### src/rtl/sum_accumulator.sv
// sum_accumulator
//   Downstream stage of the 8-bit adder. Accepts adder results {co,sum} over a
//   valid/ready handshake, sums COUNT consecutive results into an ACC_W-bit
//   total, then presents the total and a sticky wrap flag on an output
//   handshake before starting the next block.
//
// Parameters
//   IN_W   adder sum width; each operand is IN_W+1 bits ({co,sum})
//   ACC_W  accumulator / total width (>= IN_W+1)
//   COUNT  samples per block (>= 1)
//
// Ports
//   clock      rising-edge clock
//   reset      synchronous active-high reset
//   in_valid   upstream sample valid
//   in_ready   stage can accept a sample (low while holding or in reset)
//   in_sum     adder sum
//   in_co      adder carry-out, operand MSB
//   out_valid  block total available
//   out_ready  downstream accepts the total
//   out_total  accumulated total (meaningful while out_valid=1)
//   out_ovf    sticky: total wrapped past 2^ACC_W during this block
//   busy       block partially accumulated or total being held
module sum_accumulator #(
  parameter int IN_W  = 8,
  parameter int ACC_W = 12,
  parameter int COUNT = 4
) (
  input  logic             clock,
  input  logic             reset,
  input  logic             in_valid,
  output logic             in_ready,
  input  logic [IN_W-1:0]  in_sum,
  input  logic             in_co,
  output logic             out_valid,
  input  logic             out_ready,
  output logic [ACC_W-1:0] out_total,
  output logic             out_ovf,
  output logic             busy
);

  localparam int CNT_W = $clog2(COUNT + 1);
  localparam logic [CNT_W-1:0] CNT_LAST = CNT_W'(COUNT - 1);
  localparam logic [CNT_W-1:0] CNT_ONE  = CNT_W'(1);

  typedef enum logic {
    ACC  = 1'b0,
    HOLD = 1'b1
  } state_t;

  state_t           state;
  state_t           state_nxt;
  logic [ACC_W-1:0] acc;
  logic             ovf;
  logic [CNT_W-1:0] cnt;

  logic             accept;
  logic             last_accept;
  logic             release_total;
  logic [ACC_W:0]   op;
  logic [ACC_W:0]   sum_ext;

  // Unsigned add with the carry out of bit ACC_W-1 returned in the MSB, so the
  // caller can keep the wrapped value and the wrap flag separately.
  function automatic logic [ACC_W:0] wrap_add(input logic [ACC_W-1:0] a,
                                              input logic [ACC_W:0]   b);
    return {1'b0, a} + b;
  endfunction

  // {co,sum} is an unsigned IN_W+1 bit value; ACC_W >= IN_W+1 keeps the
  // replication count positive.
  assign op          = {{(ACC_W - IN_W){1'b0}}, in_co, in_sum};
  assign sum_ext     = wrap_add(acc, op);

  // in_ready depends only on state and reset, never on in_valid.
  assign in_ready      = (state == ACC) && !reset;
  assign accept        = in_valid && in_ready;
  assign last_accept   = accept && (cnt == CNT_LAST);
  assign release_total = (state == HOLD) && out_ready;

  assign out_valid = (state == HOLD);
  assign out_total = acc;
  assign out_ovf   = ovf;
  assign busy      = (cnt != '0) || (state == HOLD);

  always_ff @(posedge clock) begin
    if (reset) state <= ACC;
    else       state <= state_nxt;
  end

  always_comb begin
    state_nxt = state;
    case (state)
      ACC:     if (last_accept)   state_nxt = HOLD;
      HOLD:    if (release_total) state_nxt = ACC;
      default: state_nxt = ACC;
    endcase
  end

  always_ff @(posedge clock) begin
    if (reset) begin
      acc <= '0;
      ovf <= 1'b0;
      cnt <= '0;
    end else if (accept) begin
      acc <= sum_ext[ACC_W-1:0];
      ovf <= ovf | sum_ext[ACC_W];
      cnt <= last_accept ? '0 : cnt + CNT_ONE;
    end else if (release_total) begin
      // Next block starts from a clean total; cnt is already 0 here.
      acc <= '0;
      ovf <= 1'b0;
    end
  end

endmodule

### config.mk
export PLATFORM = sky130hd
export DESIGN_NAME = sum_accumulator
export DESIGN_NICKNAME = d
export VERILOG_FILES = /design/src/rtl/sum_accumulator.sv
export SDC_FILE = /design/constraint.sdc
export NUM_CORES = 1
export LEC_CHECK = 0
export CORE_MARGIN = 5
export CORE_UTILIZATION = 30
export DETAILED_ROUTE_END_ITERATION = 10
export PLACE_DENSITY = 0.64
export SLEW_MARGIN = 25
export SYNTH_ARGS = -nofsm -noshare
export SYNTH_HDL_FRONTEND = slang
export SYNTH_SLANG_ARGS = --single-unit
### constraint.sdc
create_clock -name clock -period 1.9 [get_ports clock]
set_input_delay 0.285 -clock clock [delete_from_list [all_inputs] [get_ports clock]]
set_output_delay 0.285 -clock clock [all_outputs]
set_load 0.005 [all_outputs]
## Word-level counts from Yosys, hierarchy flattened

Cells that the tools add are included.
Widths: inputs -> output; s select.

| storage, ports and cells | value |
|---|---|
| ROM bits | 0 |
| memories | 0 |
| flip-flop bits (word level) | 17 |
| latch bits | 0 |
| memory bits (writable) | 0 |
| logic and storage cells | 25 |
| bits of input ports | 13 |

| operators by class | value |
|---|---|
| $lt $le $gt $ge | 0 |
| reduce and logical (&&, ||, !) cells | 8 |
| bitwise logic cells | 2 |
| multipliers | 0 |
| shifts and indexed selects | 0 |
| add/sub/neg operators | 2 |
| div/mod/pow operators | 0 |
| mux-type cells | 8 |
| equal/unequal tests | 1 |

Operators with widths:

| operator | count |
|---|---|
| $mux 12 | 2 |
| $add 12x9->13 | 1 |
| $logic_and 1x1->1 | 4 |
| $mux 1 | 4 |
| $add 3x1->3 const B | 1 |
| $eq 3x2->1 const B | 1 |
| $mux 3 | 1 |
| $reduce_bool 3->1 | 1 |
| $pmux 1 s2 | 1 |
| $reduce_bool 2->1 | 1 |
| $logic_not 1->1 | 1 |
| $logic_or 1x1->1 | 1 |
| $not 1->1 | 1 |
| $or 1x1->1 | 1 |

## Logic depth before layout (Yosys ltp)

| depth | value |
|---|---|
| word-level depth | 6 |
| depth in mapped cells | 7 |
| mapped depth without buffers | 7 |

## Worst setup path before layout

OpenSTA, ideal clock, no wires.

| path | value |
|---|---|
| kind | register to register |
| start | reg acc[0], in the netlist out_total[0] |
| end | reg acc[10], in the netlist out_total[10] |
| path slack | 136 ps |
| required time | 1776 ps |
| cell stages (with the launch flop) | 8 |
| data arrival time | 1639 ps |
| path through | dfxtp_1 ha_1 fa_1 a21oi_1 o221ai_1 a22oi_1 nor2b_2 mux2i_1 |

| on the way | value |
|---|---|
| word-level cells in the longest chain between the ends | 2 |

Ends and longest elaborated chain:

| what | line | text |
|---|---|---|
| from (decl) | 53 | `logic [ACC_W-1:0] acc;` |
| from (signal assigned) | 106 | `acc <= sum_ext[ACC_W-1:0];` |
| $add 12x9->13 | 67 | `return {1'b0, a} + b;` |
| $mux 12 | 105 | `end else if (accept) begin` |

Every way passes these cells.
A chain may end at the register's enable or synchronous reset.

## Worst setup path in the final report

Ends and elaborated chain as after synthesis.

==> qor.txt <==
DR DRC count -> 0
Fmax -> 0.557 GHz
DP Cell Count -> 212
Die height -> 69.8 um
Most frequent cell after synthesis -> nand2_1
Placer congestion estimate -> 0.814
Post-synth top cells -> nand2_1, dfxtp_1, a21oi_1, ha_1, o21ai_0
Vias in the first global route -> 990
First-pass GRT wire length -> 4.40 mm
Hold path depth -> 2
Fin Setup TNS -> 0 ns
Synth top area cells -> dfxtp_1, ha_1, a21oi_1
Seq cells post-synth -> 17
Slew @ Worst Pin -> 0.317 ns
Status -> finished clean
Post-Synth XOR/XNOR Area -> 0.0491
Wire per inst -> 12.4 um
All-layer global routing usage -> 0.109
Yosys top cell area share -> 0.318
Final number of hold-violating endpoints -> 0
Chip Width -> 69.8 um
Netlist Area Pre-Place -> 0.00107 mm2
Clk Latency, worst-skew pair -> 0.29 ns
Synthesis Warnings -> 0
Total power -> 992 uW
Worst reg2reg path depth -> 7
Layout Nets -> 197
Drt first-iter violations -> 50
Post-Synth Adder-Cell Area -> 0.147
RSZ-0062 raised after global routing -> yes
Vias -> 1045
VDD IR max -> 385 uV
Pwr Density -> 625 mW/mm2
Largest net degree at the start of global routing -> 12
Synth Area in Compound Gates -> 0.227
Crit path max fanout -> 3
Layout fillers -> 316
PnR worst setup slack -> 0.104 ns
Max Cap Viol -> 0
Initial antenna violation count -> 0
Headroom to the max-slew limit -> 0.788
Critical path data required time -> 2.08 ns
CTS root buf -> clkbuf_4
Pre-CTS setup slack -> -0.463 ns
Dominant synthesized flop cell -> dfxtp_1
Cell variety after synth -> 35
CTS buffer count -> 3
Ratio of cells with drive above 1 in the final layout -> 0.181
Clk sinks -> 17
Crit path kind -> flip-flop to flip-flop
# rows -> 21
Post-synth EDFFs -> 0
Clock transition at path regs -> 0.10 ns
H-tree levels -> 1
HP Class -> flip-flop to flip-flop
Register area share after synthesis -> 0.318
Simple-gate area share of the yosys netlist -> 0.204
Syn Area/Cell -> 8.50 um2
Diode count -> 0
I/O pin cnt -> 29
Post-DP HPWL -> 2.06 mm
CTS max path bufs -> 2
Detailed-route vias per instance -> 4.82
WP data arrival -> 1.97 ns
GR Overflow Total -> 0
TritonCTS clock tree -> done
Synthesized Nets -> 151
Syn-to-layout area delta -> 48.2%
Core area -> 0.00339 mm2
Max-slew violation count -> 0
Drt total wl -> 2.68 mm
Synth Instances -> 126
Leading area contributor after synthesis -> dfxtp_1
Initial Util -> 0.316
Crit path launch type -> flip-flop
Post-route minimum period -> 1.80 ns
DIE AREA -> 0.00487 mm2
Final Util -> 0.468
Final clock skew -> 0.00226 ns
Critical path capture point type -> flip-flop
Ys async rst share -> 0
Dominant combinational cell family by area after synthesis -> compound AO/OA/AOI/OAI gates
Remaining antenna violation count -> 0
IO buf count -> 28
P_leak -> 0.000645 uW
Post-synthesis mux area share -> 0.0187
Period utilization -> 0.945
Final setup fails -> 0
Finished Layout Cells -> 217
Drt pass-1 iters -> 4
cell usage in the layout (no fill, tap or decap), types with 2 or more instances in the layout:
master,instances
o31ai_1,2
a211oi_1,2
inv_1,4
o21ai_1,2
o211ai_1,2
a21oi_2,2
xnor2_1,2
o21ai_0,8
ha_1,10
dfxtp_1,16
nand3_1,5
clkbuf_4,3
xor2_1,4
nand2b_1,3
nor2_1,7
mux2i_1,2
buf_4,16
clkdlybuf4s50_1,27
a21oi_1,13
a21o_1,2
nand2_1,20
registers in the layout, indices dropped and copies added (netlist names):
register and count:
cnt 3, out_valid 1, out_total 12, out_ovf 1
what timing repair did:
action | 4_1_cts | 5_1_grt
setup endpoints to repair | 4 | 4
endpoints found under the hold margin | 0 | 0
gates resized for setup | 3 | 9
pin swaps | 2 | 7
cloned | 0 | 0
buffers inserted | 0 | 1
hold buffers | 0 | 0
critical path, stage by stage, from the launching register on:
cell and delay (ns):
dfxtp_2 0.35, ha_4 0.16, fa_2 0.42, a21oi_4 0.22, o221ai_4 0.15, a22oi_2 0.18
nor2b_2 0.07, mux2i_1 0.12
cell type report:
cell class	instances	area [um2]	share of cell area
multi-input cells	102	744	0.469
inverters	4	15.0	0.00946
repair buffers	44	403	0.254
clock buffers	4	26.3	0.0165
well taps	46	57.6	0.0362
flip-flops and latches	17	342	0.215
cell families after synthesis:
group           count (synthesis)
compound gates                 39
xor+xnor                        6
fa+ha+maj                      12
buf+inv                         7
flops                          17
mux                             2
simple gates                   43
stage by stage:
| step | hold WS, ns | cell area, um2 |
|---|---|---|
| final | 0.469 | 1590 |
| after global routing | 0.504 | 1590 |
| after CTS | 0.484 | 1540 |
| after detailed placement | 0.460 | 1500 |
| after global placement | 0.448 | 1500 |
| after floorplan | 0.440 | 1070 |
final timing paths:
path / slack (ns) / startpoint / endpoint
worst max register to register: 0.10 / out_total[0] / out_total[10]
worst min-delay path: 0.47 / out_total[8] / out_total[8]
worst min register to register: 0.47 / out_total[8] / out_total[8]
worst max-delay path: 0.10 / out_total[0] / out_total[10]
routing by layer:
layer	vias to the layer above	part of all wire	wire (um)	global-route usage
met3	2	0.048	128	0.0420
li1	542	-	-	-
met5	-	0	0	0
met4	0	0.0048	13	0.0234
met2	22	0.50	1340	0.191
met1	479	0.45	1200	0.124
power breakdown:
part / internal, uW / switching, uW / total [uW]
Sequential: 386 / 24.5 / 410
Clock: 81.6 / 110 / 192
Combinational: 212 / 178 / 389
Total: 679 / 313 / 992
No activity file was read; power rests on OpenSTA's default activity.
